==> src/rtl/pipe_hazard_ctrl.sv <==
// Stall/flush controller for the 5-stage pipeline: load-use, taken-branch and
// mult/div hazards drive the PC, F/D, D/X and X/M latch controls.
module pipe_hazard_ctrl #(
   parameter int MD_CYCLES = 32,
   parameter int CNT_W     = 16
) (
   input  logic             clk,
   input  logic             reset,
   input  logic             dx_is_load,
   input  logic [4:0]       dx_rd,
   input  logic             dx_is_md,
   input  logic [4:0]       fd_rs1,
   input  logic [4:0]       fd_rs2,
   input  logic             fd_uses_rs1,
   input  logic             fd_uses_rs2,
   input  logic             x_branch_taken,
   output logic             pc_en,
   output logic             fd_en,
   output logic             dx_en,
   output logic             fd_flush,
   output logic             dx_flush,
   output logic             xm_flush,
   output logic             md_start,
   output logic             md_busy,
   output logic [CNT_W-1:0] stall_cnt,
   output logic [CNT_W-1:0] flush_cnt
);

   typedef enum logic [1:0] {IDLE = 2'd0, RUN = 2'd1, DONE = 2'd2} state_t;

   state_t           state_q, state_d;
   logic [5:0]       cnt_q, cnt_d;
   logic [CNT_W-1:0] stall_cnt_q, stall_cnt_d;
   logic [CNT_W-1:0] flush_cnt_q, flush_cnt_d;

   logic lu_raw, ms, br, lu;

   always_comb begin
      lu_raw = dx_is_load && (dx_rd != 5'd0) &&
               ((fd_uses_rs1 && (fd_rs1 == dx_rd)) ||
                (fd_uses_rs2 && (fd_rs2 == dx_rd)));
      // Everything is gated by reset so the latches see no enable or flush
      // while the core is held in reset.
      ms = reset && (((state_q == IDLE) && dx_is_md) || (state_q == RUN));
      br = reset && !ms && x_branch_taken;
      lu = reset && !ms && !br && lu_raw;

      pc_en    = reset && !ms && !lu;
      fd_en    = reset && !ms && !lu;
      dx_en    = reset && !ms;
      fd_flush = br;
      dx_flush = br || lu;
      xm_flush = ms;
      md_start = reset && (state_q == IDLE) && dx_is_md;
      md_busy  = reset && (state_q == RUN);

      state_d = state_q;
      cnt_d   = cnt_q;
      case (state_q)
         IDLE: begin
            if (dx_is_md) begin
               state_d = RUN;
               cnt_d   = 6'(MD_CYCLES - 1);
            end
         end
         RUN: begin
            if (cnt_q != 6'd0) cnt_d = cnt_q - 6'd1;
            else               state_d = DONE;
         end
         DONE:    state_d = IDLE;
         default: state_d = IDLE;
      endcase

      stall_cnt_d = stall_cnt_q;
      if ((ms || lu) && (stall_cnt_q != {CNT_W{1'b1}}))
         stall_cnt_d = stall_cnt_q + CNT_W'(1);
      flush_cnt_d = flush_cnt_q;
      if (br && (flush_cnt_q != {CNT_W{1'b1}}))
         flush_cnt_d = flush_cnt_q + CNT_W'(1);
   end

   always_ff @(posedge clk) begin
      if (!reset) begin
         state_q     <= IDLE;
         cnt_q       <= 6'd0;
         stall_cnt_q <= '0;
         flush_cnt_q <= '0;
      end else begin
         state_q     <= state_d;
         cnt_q       <= cnt_d;
         stall_cnt_q <= stall_cnt_d;
         flush_cnt_q <= flush_cnt_d;
      end
   end

   assign stall_cnt = stall_cnt_q;
   assign flush_cnt = flush_cnt_q;

endmodule
==> config.mk <==
export PLATFORM = sky130hd
export DESIGN_NAME = pipe_hazard_ctrl
export DESIGN_NICKNAME = d
export VERILOG_FILES = /design/src/rtl/pipe_hazard_ctrl.sv
export SDC_FILE = /design/constraint.sdc
export NUM_CORES = 1
export LEC_CHECK = 0
export CORE_MARGIN = 10
export CORE_UTILIZATION = 40
export DETAILED_ROUTE_END_ITERATION = 10
export PLACE_DENSITY = 0.71
export SYNTH_ARGS = -nofsm -noshare
export SYNTH_HDL_FRONTEND = slang
export SYNTH_SLANG_ARGS = --single-unit
export TNS_END_PERCENT = 1
==> constraint.sdc <==
create_clock -name clk -period 2.58 [get_ports clk]
set_input_delay 0.516 -clock clk [delete_from_list [all_inputs] [get_ports clk]]
set_output_delay 0.516 -clock clk [all_outputs]
set_load 0.03 [all_outputs]
==> results of run 1 <==
[registers in the layout (all words and copies together) (netlist names)]
| signal | cells |
|---|---|
| cnt_q | 6 |
| flush_cnt | 16 |
| stall_cnt | 16 |
| state_q | 2 |
[through the flow]
stage / TNS (ns) / instance area [sq um] / hold slack (ns) / setup WS [ns] / cells
floorplan: 0 / 2072 / 0.4579 / 0.1561 / 245
global placement: -0.6576 / 2848 / 0.4823 / -0.2129 / 385
detailed placement: -0.6714 / 2848 / 0.4906 / -0.2326 / 385
CTS: 0 / 2992 / 0.5046 / 0.004660 / 399
global route: -0.1531 / 3017 / 0.5159 / -0.08668 / 399
finish: 0 / 3017 / 0.4991 / 0.02095 / 399
[area by class of cell]
cell class              instances  area share [%]
clock buffers                   8           2.986
repair buffers                 84           25.76
inverters                      10           1.244
flip-flops and latches         40           26.55
well taps                      70           2.903
multi-input cells             187           40.56
[cell families after synthesis]
kind of cell / count (synthesis) / share of synthesized area (%)
simple gates: 111 / 30.29
compound gates: 44 / 12.76
flops: 40 / 38.69
xor+xnor: 26 / 11.00
buf+inv: 18 / 3.869
fa+ha+maj: 4 / 2.418
mux: 2 / 0.9674
[synth_stat cells, drive strengths merged, types with 2 or more instances]
library cell / number / area share, %
mux2i: 2 / 0.97
xnor2: 13 / 5.5
nand2b: 2 / 0.60
a21oi: 18 / 4.5
xor2: 13 / 5.5
and2: 3 / 0.91
nand4: 14 / 4.5
nor4: 4 / 1.2
and4: 3 / 1.3
buf: 4 / 1.3
clkbuf: 4 / 0.73
ha: 4 / 2.4
nand2: 12 / 2.2
nand3: 19 / 4.6
or3: 6 / 2.2
inv: 10 / 1.8
or2: 2 / 0.60
a211oi: 2 / 0.73
and3: 8 / 2.5
or4: 7 / 2.5
o31ai: 6 / 2.2
nor3: 5 / 1.2
dfxtp: 40 / 39
nor3b: 2 / 0.97
nor2: 22 / 4.1
o21ai: 10 / 2.4
[layer usage]
metal / vias to the layer above / global-route usage [%]
met2: 44 / 23.47
met1: 939 / 15.10
met3: 5 / 5.053
li1: 1055 / -
met4: 0 / 3.085
met5: - / 0
[power by group]
group          leakage, nW  internal, mW  total [mW]  switching (mW)
Clock               0.0455         0.218       0.420           0.201
Sequential           0.324         0.654       0.694          0.0402
Combinational        0.758         0.182       0.399           0.217
Total                 1.13          1.05        1.51           0.459
[path summary, 6_finish.rpt]
path,end,slack (ns),cells after the start
worst max-delay path,dx_flush,0.02,7
worst min-delay path,cnt_q[0],0.50,1
worst max register to register,stall_cnt[14],0.32,11
worst min register to register,cnt_q[0],0.50,1
[timing repair]
action	CTS	global route
resized for setup	8	5
gates cloned	0	0
pin swaps	4	3
buffers inserted	6	0
setup endpoints to repair	3	8
==> metrics, run 1 <==
critical path arrival 2.04 ns; post-synthesis sequential area ratio 38.69%; Max Cap Violations 0; Initial Utilization 40.78%; CORE AREA 5075 sq um; FF/Latch Area 800.8 sq um; fin crit share 99.19%; Detailed Routing Iterations Pass 1 4; # diodes 0; initial DRC count 60; Highest Signal Layer met4; wire length on met1 2314 microns; Clock Path Buffers 2; worst slew pin tran 0.6315 ns; CTS tree built; clk sinks 40; Hold Startpoint cnt_q[0]; Syn Nets 271; clk slew on worst S/H paths 0.07 ns; average wire per standard cell 13.94 microns; Yosys reg bits 40; Filler cells 467; crit end category output port; Crit Path Max Fanout 2; synthesized area per cell 8.447 sq um; most common flop cell mapped by yosys dfxtp_1; PwrDens 501.5 nW/um^2; I/O Pins 62; crit-path leading delay family simple AND/OR/NAND/NOR gates; Final Max Slew Viols 0; setup violators final 0; Post-synth EDFFs 0; RSZ-0062 raised after global routing yes; Hold Vio Cnt, Final 0; Die Wd 91.93 microns; commonest non-fill, non-tap cells in the layout clkdlybuf4s50_1, dfxtp_1, buf_4, nand3_1, nor2_1; Worst VDD drop 0.3235 mV; Placer Congestion 0.8189; via count 2043; Hold Crit Class register to register; Slew headroom 57.81%; pin count of the biggest net entering global routing 22; Lkg Pwr 1.128 nW; Layout area overhead 45.77%; met3 wire length 318 microns; die height 91.93 microns; I/O Buffers 61; DP HPWL 4247 microns; Util after Layout 59.44%; reg2reg start state_q[1]; number of remaining DRC errors 0; Nets 354; Crit path required time 2.06 ns; min cycle time layout 2.559 ns; initial antenna violation count 0; Crit-path slowest cell or4_4; num rows 26; Cell Area, Synth 2069 sq um; Synth cell types 45; final wirelength 5563 microns; Critical Path Start Type input pin; number of global-route vias before repair 2003; Crit Path Class input pin to output port; Post-CTS Hold Buffers 0; htree depth 2; worst skew pair latency 0.28 ns; vias per inst 5.120; CP Launch Point dx_rd[2]; global-route wire length before repair 9515 microns; Buf+Inv Stages, Crit Path 2; ys async rst share 0%; TritonCTS buffer count 5; worst path cell trace dlygate4sd2_1 -> or4_4 -> nor2_4 -> nor3_2 -> and2_4 -> or2_2 -> buf_6; layout cells sized above 1 15.81%; multi-input logic area 1224 sq um; FMAX 0.3908 GHz; Final Skew 0.003780 ns; Die ar. 8451 sq um; CP peak stage delay 0.54 ns; cells after synthesis 245; total gr overflow 0; CTS root buf clkbuf_8; met2 routed WL 2889 microns; most common cell after layout, fill and taps aside clkdlybuf4s50_1; Detail Route Antenna Nets 0; yosys warns 0; status finished clean; overall power 1.513 mW; GRT Total Usage 13.43%
Note: power is estimated with default switching activity, not from simulation.
==> inputs of run 2 (changes only) <==
--- a/config.mk
+++ b/config.mk
@@ -7,8 +7,9 @@
 export LEC_CHECK = 0
 export CORE_MARGIN = 10
 export CORE_UTILIZATION = 40
+export CTS_CLUSTER_DIAMETER = 100
 export DETAILED_ROUTE_END_ITERATION = 10
-export PLACE_DENSITY = 0.71
+export PLACE_DENSITY = 0.73
 export SYNTH_ARGS = -nofsm -noshare
 export SYNTH_HDL_FRONTEND = slang
 export SYNTH_SLANG_ARGS = --single-unit
==> constraint.sdc (replaced) <==
create_clock -name clk -period 2.3 [get_ports clk]
set_input_delay 0.46 -clock clk [delete_from_list [all_inputs] [get_ports clk]]
set_output_delay 0.46 -clock clk [all_outputs]
set_load 0.03 [all_outputs]
==> run 2 against run 1 <==
Effect of this change:
- flip-flop and latch count is the same
- sequential share of layout area down 1.1 points
- setup slack got worse by 0.023 ns
- the flow now finishes with violations (negative setup slack)
- clock-buffer cell count shrank 2
- core utilization grew 2.6 points
- final area is 4.3% higher
- die area did not move
- highest routed layer unchanged
- clock power grew 21%
- global-route usage is 0.31 points higher
- sequential power up 12%
- power up 19%
- first-iteration DRC count up 1.7%
==> metrics, run 2 (synthesis gave the netlist of run 1 again) <==
status finished, violations left; failing checks negative setup slack; Lkg Pwr 1.231 nW (+9.1%); grt met2 use 24.41% (+0.94 points); Sum Neg Setup Slack -0.001970 ns (-0.001970 ns); Detailed Routing Iterations Pass 1 4 (unchanged); setup ws final -0.001970 ns (-0.02292 ns); Critical Path Start Type input pin; clk sinks 40 (unchanged); num rows 26 (unchanged); Worst VDD drop 0.2760 mV (-15%); crit end category output port; CTS root buf clkbuf_8; via count 2103 (+2.9%); RSZ-0062 raised after global routing yes; Nets 364 (+2.8%); CTS tree built; Post-DP Area 2935 sq um (+3.1%); commonest non-fill, non-tap cells in the layout clkdlybuf4s50_1, dfxtp_1, buf_4, nand3_1, nor2_1; Final Skew 0.005764 ns (+0.001985 ns); Final Max Slew Viols 0 (unchanged); Die Wd 91.93 microns (unchanged); PwrDens 571.9 nW/um^2 (+14%); setup violators final 1 (+1); Detail Route Antenna Nets 0 (unchanged); cells on worst reg2reg path 9 (-2); clk slew on worst S/H paths 0.08 ns (about the same); Hold Vio Cnt, Final 0 (unchanged); htree depth 2 (unchanged); Initial Utilization 40.78% (unchanged); Hold Slack 0.5107 ns (+0.01159 ns); cell depth of the worst hold path 2 (+1); vias per inst 5.142 (+0.42%); CORE AREA 5075 sq um (unchanged); layout cells sized above 1 21.83% (+6.0 points); Final Instance Area 3147 sq um (+4.3%); GRT Total Usage 13.74% (+0.31 points); total gr overflow 0 (unchanged); FF/Latch Area 800.8 sq um (unchanged); final wirelength 6057 microns (+8.9%); Slew headroom 63.28% (+5.5 points); number of remaining DRC errors 0 (unchanged); Util after Layout 62.01% (+2.6 points); Post-CTS Hold Buffers 0 (unchanged); DP HPWL 4396 microns (+3.5%); CP peak stage delay 0.48 ns (-0.06 ns); TritonCTS buffer count 5 (unchanged); GR Layer Usage met1 14.93% (-0.17 points); number of global-route vias before repair 2112 (+5.4%); Max Cap Violations 0 (unchanged); Crit Path Max Fanout 2 (unchanged); Worst path depth 7 (unchanged); crit-path leading delay family buffers and inverters; Hold Crit Class register to register; Filler cells 463 (-0.86%); Crit-path slowest cell clkdlybuf4s50_1; Crit path required time 1.84 ns (-0.22 ns); die height 91.93 microns (unchanged); overall power 1.800 mW (+19%); Placer Congestion 0.7862 (-4.0%); Layout area overhead 52.06%; fin crit share 100.1%; Die ar. 8451 sq um (unchanged); critical path arrival 1.84 ns (-0.20 ns); pin count of the biggest net entering global routing 20 (-9.1%); worst skew pair latency 0.30 ns (+0.02 ns); dpl ws -0.4499 ns (-0.2174 ns); global-route wire length before repair 9770 microns (+2.7%); FMAX 0.4344 GHz; Inst Count DP 396 (+2.9%); final std cells w/o fill 409 (+2.5%); worst path cell trace clkdlybuf4s50_1 -> xnor2_1 -> nand4_1 -> o22ai_2 -> and2_4 -> or2_4 -> buf_6; initial DRC count 61 (+1.7%); Buf+Inv Stages, Crit Path 2 (unchanged); multi-input logic area 1269 sq um (+3.7%); busiest grt layer met2; I/O Pins 62 (unchanged); I/O Buffers 61 (unchanged); most common cell after layout, fill and taps aside clkdlybuf4s50_1; Crit Path Class input pin to output port; Clock Path Buffers 2 (unchanged); average wire per standard cell 14.81 microns (+6.2%); grt met3 use 4.238% (-0.81 points); # diodes 0 (unchanged); worst slew pin tran 0.5502 ns (-0.08130 ns); initial antenna violation count 0 (unchanged); min cycle time layout 2.302 ns
[run 2: changes by cell type in the layout (fill, tap and decap cells not counted), sizes merged]
cell,previous run,this run
buf,31,42
clkbuf,8,10
clkdlybuf4s50,48,42
clkinvlp,0,2
dlygate4sd2,4,0
dlymetal6s2s,1,6
[run 2: timing repair]
action                                 in CTS  in global routing
setup endpoints to repair                   4                 18
endpoints found under the hold margin       0                  0
buffers inserted                            3                  2
gates resized for setup                    13                 26
gates cloned                                0                  0
pin swaps                                   3                 11
[run 2: tightest hold or removal path, delay by kind of cell (launching register included)]
family             cells  cell delay [ns]
AOI/OAI and AO/OA      2             0.13
DFF                    1             0.34
[run 2: path summary, 6_finish.rpt]
kind,startpoint,to,slack [ns]
min reg2reg,stall_cnt[15],stall_cnt[15],0.51
min,stall_cnt[15],stall_cnt[15],0.51
max,fd_rs1[2],dx_flush,-0.002
max reg2reg,state_q[1],stall_cnt[14],0.27
[run 2: metal layers]
layer	wire length, microns	vias to the layer above	share of wire (%)
li1	-	1075	-
met1	2488	980	41
met2	3192	39	53
met3	293	9	4.8
met4	82	0	1.4
met5	0	-	0
[run 2: layout make-up]
class | count | area share, %
Sequential cell | 40 | 25.45
Multi-Input combinational cell | 187 | 40.32
Clock buffer | 6 | 2.624
Tap cell | 70 | 2.783
Timing Repair Buffer | 94 | 27.16
Inverter | 10 | 1.193
Clock inverter | 2 | 0.4771
[run 2: power breakdown]
part | leakage (nW) | switching, mW | internal, mW
sequential | 0.324 | 0.0413 | 0.733
clock | 0.0434 | 0.264 | 0.243
combinational | 0.863 | 0.272 | 0.246
